==> src/rtl/dino_motion_ctrl.sv <==
// dino_motion_ctrl
//   Per-frame game physics for the dino runner. On every frame_tick the block
//   advances the dino's vertical motion and pose, scrolls the obstacle, ramps
//   the scroll speed and counts the score. All outputs are registered and feed
//   the sprite renderer directly.
//
// Ports:
//   clk          in   system clock (VGA pixel/timing clock)
//   reset        in   synchronous, active-high
//   frame_tick   in   one-cycle pulse per frame; game state only moves on it
//   jump_btn     in   level, sampled on frame_tick
//   duck_btn     in   level, sampled on frame_tick
//   collision    in   level from renderer overlap detect, sampled on frame_tick
//   restart      in   one-cycle pulse, only acted on while dead
//   dino_y       out  [9:0]  dino sprite top y
//   obst_x       out  [10:0] obstacle sprite left x
//   sprite_sel   out  [1:0]  0=run 1=jump 2=duck 3=dead
//   anim_frame   out  run-leg animation phase
//   scroll_speed out  [3:0]  obstacle px/frame
//   score        out  [15:0] frames survived, saturating
//   game_over    out  high while dead
module dino_motion_ctrl #(
  parameter int GROUND_Y       = 400,
  parameter int JUMP_V0        = 12,
  parameter int GRAVITY        = 1,
  parameter int SCROLL_INIT    = 2,
  parameter int SCROLL_MAX     = 8,
  parameter int SPEEDUP_FRAMES = 600,
  parameter int OBST_RESPAWN_X = 1279,
  parameter int ANIM_FRAMES    = 6
) (
  input  logic        clk,
  input  logic        reset,
  input  logic        frame_tick,
  input  logic        jump_btn,
  input  logic        duck_btn,
  input  logic        collision,
  input  logic        restart,
  output logic [9:0]  dino_y,
  output logic [10:0] obst_x,
  output logic [1:0]  sprite_sel,
  output logic        anim_frame,
  output logic [3:0]  scroll_speed,
  output logic [15:0] score,
  output logic        game_over
);

  // State encoding doubles as the sprite select code.
  typedef enum logic [1:0] {
    ST_RUN  = 2'd0,
    ST_JUMP = 2'd1,
    ST_DUCK = 2'd2,
    ST_DEAD = 2'd3
  } state_t;

  localparam int PLAY_CNT_W = (SPEEDUP_FRAMES > 2) ? $clog2(SPEEDUP_FRAMES) : 1;
  localparam int ANIM_CNT_W = (ANIM_FRAMES > 2) ? $clog2(ANIM_FRAMES) : 1;

  localparam logic [PLAY_CNT_W-1:0] PLAY_LAST   = PLAY_CNT_W'(SPEEDUP_FRAMES - 1);
  localparam logic [ANIM_CNT_W-1:0] ANIM_LAST   = ANIM_CNT_W'(ANIM_FRAMES - 1);
  localparam logic [9:0]            GROUND_Y_U  = 10'(GROUND_Y);
  localparam logic signed [11:0]    GROUND_Y_S  = 12'(GROUND_Y);
  localparam logic signed [6:0]     JUMP_V0_S   = 7'(JUMP_V0);
  localparam logic signed [6:0]     GRAVITY_S   = 7'(GRAVITY);
  localparam logic [10:0]           RESPAWN_X   = 11'(OBST_RESPAWN_X);
  localparam logic [3:0]            SPEED_INIT  = 4'(SCROLL_INIT);
  localparam logic [3:0]            SPEED_MAX   = 4'(SCROLL_MAX);

  state_t                  state_reg, state_next;
  logic [9:0]              dino_y_reg, dino_y_next;
  logic signed [6:0]       vel_reg, vel_next;
  logic [10:0]             obst_x_reg, obst_x_next;
  logic [3:0]              speed_reg, speed_next;
  logic [15:0]             score_reg, score_next;
  logic                    anim_reg, anim_next;
  logic [ANIM_CNT_W-1:0]   anim_cnt_reg, anim_cnt_next;
  logic [PLAY_CNT_W-1:0]   play_cnt_reg, play_cnt_next;
  logic                    game_over_reg, game_over_next;

  logic signed [11:0]      next_y;
  logic                    advance;
  logic                    reinit;

  // Upward velocity is positive, so the next position is y minus velocity.
  assign next_y = $signed({2'b00, dino_y_reg}) - $signed({{5{vel_reg[6]}}, vel_reg});

  // World advances on live ticks only; the tick that registers a collision
  // is already treated as dead (no score, no scroll, no counters).
  assign advance = frame_tick && (state_reg != ST_DEAD) && !collision;

  // Restart is a plain pulse and needs no tick, but only counts while dead.
  assign reinit = reset || (restart && (state_reg == ST_DEAD));

  always_comb begin
    state_next     = state_reg;
    dino_y_next    = dino_y_reg;
    vel_next       = vel_reg;
    obst_x_next    = obst_x_reg;
    speed_next     = speed_reg;
    score_next     = score_reg;
    anim_next      = anim_reg;
    anim_cnt_next  = anim_cnt_reg;
    play_cnt_next  = play_cnt_reg;

    if (frame_tick) begin
      case (state_reg)
        ST_RUN: begin
          if (collision) begin
            state_next = ST_DEAD;
          end else if (jump_btn) begin
            state_next = ST_JUMP;
            vel_next   = JUMP_V0_S;
          end else if (duck_btn) begin
            state_next = ST_DUCK;
          end
        end
        ST_DUCK: begin
          if (collision) begin
            state_next = ST_DEAD;
          end else if (!duck_btn) begin
            state_next = ST_RUN;
          end
        end
        ST_JUMP: begin
          if (collision) begin
            state_next = ST_DEAD;
          end else if (vel_reg < 0 && next_y >= GROUND_Y_S) begin
            // Falling through the ground line: snap to ground and run.
            state_next  = ST_RUN;
            dino_y_next = GROUND_Y_U;
            vel_next    = '0;
          end else begin
            // Parameters keep the apex on screen, so the low bits are exact.
            dino_y_next = next_y[9:0];
            vel_next    = vel_reg - GRAVITY_S;
          end
        end
        default: begin
          state_next = ST_DEAD;
        end
      endcase
    end

    if (advance) begin
      // Wrap before the subtraction could underflow.
      if (obst_x_reg < 11'(speed_reg)) begin
        obst_x_next = RESPAWN_X;
      end else begin
        obst_x_next = obst_x_reg - 11'(speed_reg);
      end

      if (play_cnt_reg == PLAY_LAST) begin
        play_cnt_next = '0;
        if (speed_reg < SPEED_MAX) begin
          speed_next = speed_reg + 4'd1;
        end
      end else begin
        play_cnt_next = play_cnt_reg + 1'b1;
      end

      if (score_reg != 16'hFFFF) begin
        score_next = score_reg + 16'd1;
      end

      // Leg animation only runs (and only counts) while on the ground running.
      if (state_reg == ST_RUN) begin
        if (anim_cnt_reg == ANIM_LAST) begin
          anim_cnt_next = '0;
          anim_next     = ~anim_reg;
        end else begin
          anim_cnt_next = anim_cnt_reg + 1'b1;
        end
      end
    end

    game_over_next = (state_next == ST_DEAD);
  end

  always_ff @(posedge clk) begin
    if (reinit) begin
      state_reg     <= ST_RUN;
      dino_y_reg    <= GROUND_Y_U;
      vel_reg       <= '0;
      obst_x_reg    <= RESPAWN_X;
      speed_reg     <= SPEED_INIT;
      score_reg     <= '0;
      anim_reg      <= 1'b0;
      anim_cnt_reg  <= '0;
      play_cnt_reg  <= '0;
      game_over_reg <= 1'b0;
    end else begin
      state_reg     <= state_next;
      dino_y_reg    <= dino_y_next;
      vel_reg       <= vel_next;
      obst_x_reg    <= obst_x_next;
      speed_reg     <= speed_next;
      score_reg     <= score_next;
      anim_reg      <= anim_next;
      anim_cnt_reg  <= anim_cnt_next;
      play_cnt_reg  <= play_cnt_next;
      game_over_reg <= game_over_next;
    end
  end

  assign dino_y       = dino_y_reg;
  assign obst_x       = obst_x_reg;
  assign sprite_sel   = state_reg;
  assign anim_frame   = anim_reg;
  assign scroll_speed = speed_reg;
  assign score        = score_reg;
  assign game_over    = game_over_reg;

endmodule

==> config.mk <==
export PLATFORM = sky130hd
export DESIGN_NAME = dino_motion_ctrl
export DESIGN_NICKNAME = d
export VERILOG_FILES = /design/src/rtl/dino_motion_ctrl.sv
export SDC_FILE = /design/constraint.sdc
export NUM_CORES = 1
export LEC_CHECK = 0
export BUFFER_PORTS_ARGS = -buffer_cell sky130_fd_sc_hd__buf_2
export CAP_MARGIN = 40
export CELL_PAD_IN_SITES_DETAIL_PLACEMENT = 1
export CELL_PAD_IN_SITES_GLOBAL_PLACEMENT = 1
export CORE_UTILIZATION = 35
export CTS_CLUSTER_SIZE = 28
export DETAILED_ROUTE_END_ITERATION = 10
export PLACE_DENSITY = 0.77
export SLEW_MARGIN = 40
export SYNTH_ARGS = -nofsm -noshare
export SYNTH_HDL_FRONTEND = slang
export SYNTH_SLANG_ARGS = --single-unit
==> constraint.sdc <==
create_clock -name clk -period 2.75 [get_ports clk]
set_input_delay 0.1375 -clock clk [delete_from_list [all_inputs] [get_ports clk]]
set_output_delay 0.1375 -clock clk [all_outputs]
set_load 0.01 [all_outputs]
After elaboration in Yosys (flattened, before gate mapping)
Cells that the tools add are included.

operators by class
  $add $sub $neg = 7
  $lt $le $gt $ge = 4
  equality and inequality tests = 11
  mux-type cells = 18
  bitwise gates (word level) = 2
  reductions and logical operators = 14

operators by type and width
  kind                     number
  $mux W7                  4
  $mux W10                 2
  $add A16 B1 Y16 const B  1
  $mux W2                  8
  $ne A16 B16 Y1 const B   1
  $pmux W7 S2              1
  $ge A12 B10 Y1 const B   1
  $sub A11 B7 Y12          1
  $lt A11 B4 Y1            1
  $mux W11                 1
  $sub A11 B4 Y11          1
  $add A10 B1 Y10 const B  1
  $eq A10 B10 Y1 const B   1
  $reduce_and A3 Y1        3
  $ne A2 B2 Y1 const B     4
  $lt A7 B1 Y1 const B     1
  $sub A7 B2 Y7 const B    1
  $eq A2 B2 Y1 const B     3
  $pmux W2 S3              1
  $reduce_and A5 Y1        1
  $add A4 B1 Y4 const B    1
  $logic_and A1 B1 Y1      4
  $lt A4 B4 Y1 const B     1
  $reduce_and A2 Y1        2
  other kinds (9)          10

word-level totals
  bits in registers = 65
  input bits = 7
  output and inout port bits = 45
  logic and storage cells = 66

Longest topological paths before layout
  depth in word-level cells = 8
  depth in mapped cells = 12
  gate-level depth less buffers = 11

Worst setup path after synthesis
No wires, ideal clock.

  path type = reg-to-reg
  from = register dino_y_reg[0] (netlist: dino_y[0])
  to = register vel_reg[2]
  setup time = 0.086 ns
  arrival time = 2.174 ns
  data required time = 2.664 ns
  path slack = 0.490 ns
  cell stages (with the launch flop) = 13
  path buffers = 1
  clock period less this slack = 2.260 ns
  path through = dfxtp_1 inv_1 ha_1 inv_1 fa_1 nand3_1 a22o_1 a2111oi_4 o21ai_2 nand4_2 buf_6 nand3_4 a221oi_2

on the way
  word-level cells in the longest chain between the ends = 6

ends and longest elaborated chain
  element                 RTL line  RTL
  from (decl)             70        logic [9:0] dino_y_reg, dino_y_next;
  from (signal assigned)  193       dino_y_reg <= dino_y_next;
  $sub A11 B7 Y12         85        assign next_y = $signed({2'b00, dino_y_reg}) - $signed({{5{vel_reg[6]}}, vel_reg});
  $ge A12 B10 Y1          127       end else if (vel_reg < 0 && next_y >= GROUND_Y_S) begin
  $logic_and A1 B1 Y1     127
  $mux W7                 127
  $mux W7                 125       if (collision) begin
  $pmux W7 S2             106       case (state_reg)
  to (signal assigned)    194       vel_reg <= vel_next;
  to (decl)               71        logic signed [6:0] vel_reg, vel_next;

No other way between the ends. The select of a mux whose other input is x is not followed.
A chain may end at the register's enable or synchronous reset.

Final worst setup path
  from = register vel_reg[3]
  to = register vel_reg[3]

on the way
  word-level cells in the longest chain between the ends = 6
  elaborated cells on any way between the ends = 8
  classes of those cells = 2 x add/sub; 2 x order compare; 3 x mux; 1 x reduce/logical

ends and longest elaborated chain
  element              RTL line
  $sub A11 B7 Y12      85
  $ge A12 B10 Y1       127
  $logic_and A1 B1 Y1  127
  $mux W7 (*)          127
  $mux W7 (*)          125
  $pmux W7 S2 (*)      106

Every way passes the cells marked *; elsewhere a longest branch is shown, timed or not. The select of a mux whose other input is x is not followed.

==> results.md <==
* Worst-path fanout max at 13
* ANT cells at 0
* Clk buf depth at 2
* Worst Tran Pin Value at 0.788 ns
* CTS tree: done
* Endpoint, Worst Hold: sprite_sel[1]$_SDFF_PP0_
* Worst Hold Depth at 3
* # rows at 36
* Area growth syn-to-layout at 19.0%
* Synth top area cells: dfxtp_1 36%, ha_1 6.7%, nor2_1 6.4%
* Layout cell share with drive strength beyond 1 at 0.207
* Final period utilization at 0.947
* Top_reg_cell synth: dfxtp_1
* Via density at 5.23
* Max-slew violations at 0
* Synth top area share at 0.364
* Root buf cell: clkbuf_8
* Reg2reg end: vel_reg[3]$_SDFFE_PP0P_
* Initial drt markers at 87
* Largest net degree at the start of global routing at 29
* Clock net sink count at 65
* Clock share of power at 0.413
* DP Cell Count at 602
* Worst R2R Start: vel_reg[3]$_SDFFE_PP0P_
* Switching share of power at 0.264
* P_int at 0.00158 W
* Cells along the critical path: inv_1, ha_2, a21o_2, a21oi_4, nand2_1, a211oi_1, nand4_2, buf_4, o211ai_1, a211oi_2
* Reg-to-reg setup timing slack at 0.14 ns
* Worst Setup Path Type: reg2reg
* Final Setup Violations at 0
* Most common cell in the synthesized netlist: dfxtp_1
* Tot Pwr at 0.00214 W
* Cells after Synth at 427
* Clock buffer count from CTS at 9
* Buffers on Ports at 51
* H-tree depth at 3
* Iteration count of the initial detailed-routing pass at 4
* Slowest stage delay, CP at 0.41 ns
* Fillers at 1257
* Fin. Hold Viols at 0
* Max Fclk at 384 MHz
* CP Launch Type: flip-flop
* CP endpoint kind: flip-flop
* Clk Latency, worst-skew pair at 0.35 ns
* Net switching power figure at 0.000566 W
* Number of synthesized flops with an enable pin at 0
* Synth top cells by count: 65 x dfxtp_1, 61 x nor2_1, 50 x nand2_1
* Non-filler cells in the finished layout at 621
* Post-Synthesis Cell Area at 0.00357 mm2
* Fraction of registers with async set/reset at 0
* Critical Path RT at 2.95 ns
* I/O Pins at 52
* Worst hold path type: in2reg
* Tmin final at 2.61 ns
* Pwr/cell area at 504 mW/mm2
* Critical hold path startpoint: duck_btn
* Gr usage total at 0.191
* WP data arrival at 2.81 ns
* Hold_ws at 0.103 ns
* Syn_nets at 455
* Core Region at 0.00982 mm2
* Synth Area per Inst at 8.37 um2
* Status: completed
* Skew final at 0.0130 ns
* Cell accounting for the most synthesized area: dfxtp_1
* R2R cell count at 10
* Post-route ant nets at 0
* Initial antenna violation count at 0
* Buf/Inv on CP at 2
* Library cells used by synthesis at 59
* Post-route design area at 0.00425 mm2
* Max-cap violations at 0
* Family with the most delay on the worst path: compound AO/OA/AOI/OAI gates
* Starting Density at 0.364
* DIE AREA at 0.0106 mm2
* DRT Wirelength at 9.46 mm
* Lkg Pwr at 1.70 nW
* Flop pwr share at 0.461
* CTS Hold Bufs at 0
* Layout net count at 511
* Grt total ovfl at 0
* Synth Warn # at 0
* First-pass GRT wire length at 15.7 mm
* Gpl congestion at 0.791
* #FFs+latches synth at 65
* Die Width at 103 um
* Die Y at 103 um
* Seq/Total Area, Yosys at 0.364
* Setup_tns at 0 ns
* Peak supply drop at 202 uV
* Placed instance area at 0.00396 mm2
* CP Depth at 10
* Max reg flops at 16
* Comb pwr share at 0.126
* Avg WL per Cell at 15.2 um
* Via count at 3247
* Vias in the first global route at 3297
* Max_slew headroom at 0.472
* Critical path's slowest cell: dfxtp_1
* DPL Wire Length at 6.85 mm
* # DRC at 0
* Clock transition at path regs at 0.07 ns
[metal layers]
layer,part of all wire,track usage
met5,0,0
met4,0.021,0.0856
met3,0.035,0.0366
met2,0.49,0.327
met1,0.46,0.233
[cell usage in the layout (no fill, tap or decap), types with 2 or more instances in the layout]
cell type,synthesis,final
a211oi_1,4,3
a21oi_1,22,21
a21o_1,2,2
o211ai_1,5,5
nor2_1,61,61
a21oi_2,4,4
fa_1,2,2
xnor2_1,23,23
o21ai_0,9,9
a31oi_1,2,2
nand2_1,50,50
and4b_1,2,2
ha_1,19,17
o21a_1,2,2
buf_2,3,51
and3_1,9,9
nor3_1,12,12
ha_2,0,2
nor3b_1,3,3
or3_1,5,5
dfxtp_1,65,65
xor2_1,17,17
or4_1,2,2
nand2b_1,3,3
nor2b_1,5,5
nand3_1,12,11
clkinvlp_4,0,2
o2111ai_1,4,3
a21oi_4,1,2
nor4_1,4,4
nand4_1,14,14
bufinv_16,0,2
clkbuf_8,0,9
o21ai_2,2,2
buf_4,1,9
clkbuf_1,8,2
inv_1,21,20
[cells by family after synthesis]
kind of cell             Yosys count  synth area share
AO/OA/AOI/OAI                     70             0.143
AND/OR/NAND/NOR                  192             0.266
buffers and inverters             37            0.0452
adder cells (fa/ha/maj)           21            0.0778
XOR/XNOR                          40            0.0981
flip-flops                        65             0.364
multiplexers                       2           0.00595
[through the flow]
step           worst slack, ns  utilization
4_1_cts                 0.0188        0.425
2_1_floorplan            0.490            -
5_1_grt                -0.0205        0.433
6_report                 0.145        0.433
3_3_place_gp             0.140        0.404
3_5_place_dp            0.0225        0.404
[how the worst max path moves through the flow]
| stage | slack [ns] | endpoint | start |
|---|---|---|---|
| 6_report | 0.14 | vel_reg[3]$_SDFFE_PP0P_ | vel_reg[3]$_SDFFE_PP0P_ |
| 5_1_grt | -0.02 | vel_reg[3]$_SDFFE_PP0P_ | vel_reg[3]$_SDFFE_PP0P_ |
| 4_1_cts | 0.02 | dino_y[2]$_SDFFE_PP0P_ | vel_reg[6]$_SDFFE_PP0P_ |
| 3_5_place_dp | 0.02 | dino_y[2]$_SDFFE_PP0P_ | vel_reg[6]$_SDFFE_PP0P_ |
| 3_3_place_gp | 0.14 | dino_y[1]$_SDFFE_PP0P_ | vel_reg[6]$_SDFFE_PP0P_ |
| 2_1_floorplan | 0.49 | vel_reg[2]$_SDFFE_PP0P_ | dino_y[0]$_SDFFE_PP0P_ |
[worst register-to-register path, stage by stage (launching register included)]
cell      delay, ns
dfxtp_1        0.41
inv_1          0.11
ha_2           0.32
a21o_2         0.24
a21oi_4        0.20
nand2_1        0.16
a211oi_1       0.39
nand4_2        0.14
buf_4          0.21
o211ai_1       0.16
a211oi_2       0.11
[cell type report]
cell class / instances / area, um2 / area share
clock inverter: 5 / 80.1 / 0.0188
tap: 133 / 166 / 0.0391
inverter: 21 / 78.8 / 0.0185
timing repair buffer: 60 / 323 / 0.0759
sequential: 65 / 1300 / 0.306
multi-input combinational: 326 / 2170 / 0.511
clock buffer: 11 / 131 / 0.0309
[repair_timing]
item | in CTS | in global routing
resized for setup | 0 | 10
buffers inserted | 0 | 2
setup endpoints to repair | 0 | 17
[power groups by stage]
stage | combinational, W | sequential, W | clock [W]
2_1_floorplan | 0.000192 | 0.00100 | 0
3_3_place_gp | 0.000251 | 0.00101 | 0
4_1_cts | 0.000264 | 0.000987 | 0.000907
5_1_grt | 0.000300 | 0.000991 | 0.000961
3_5_place_dp | 0.000260 | 0.00101 | 0
6_report | 0.000270 | 0.000987 | 0.000886
Power figures use the tool's default switching activity.
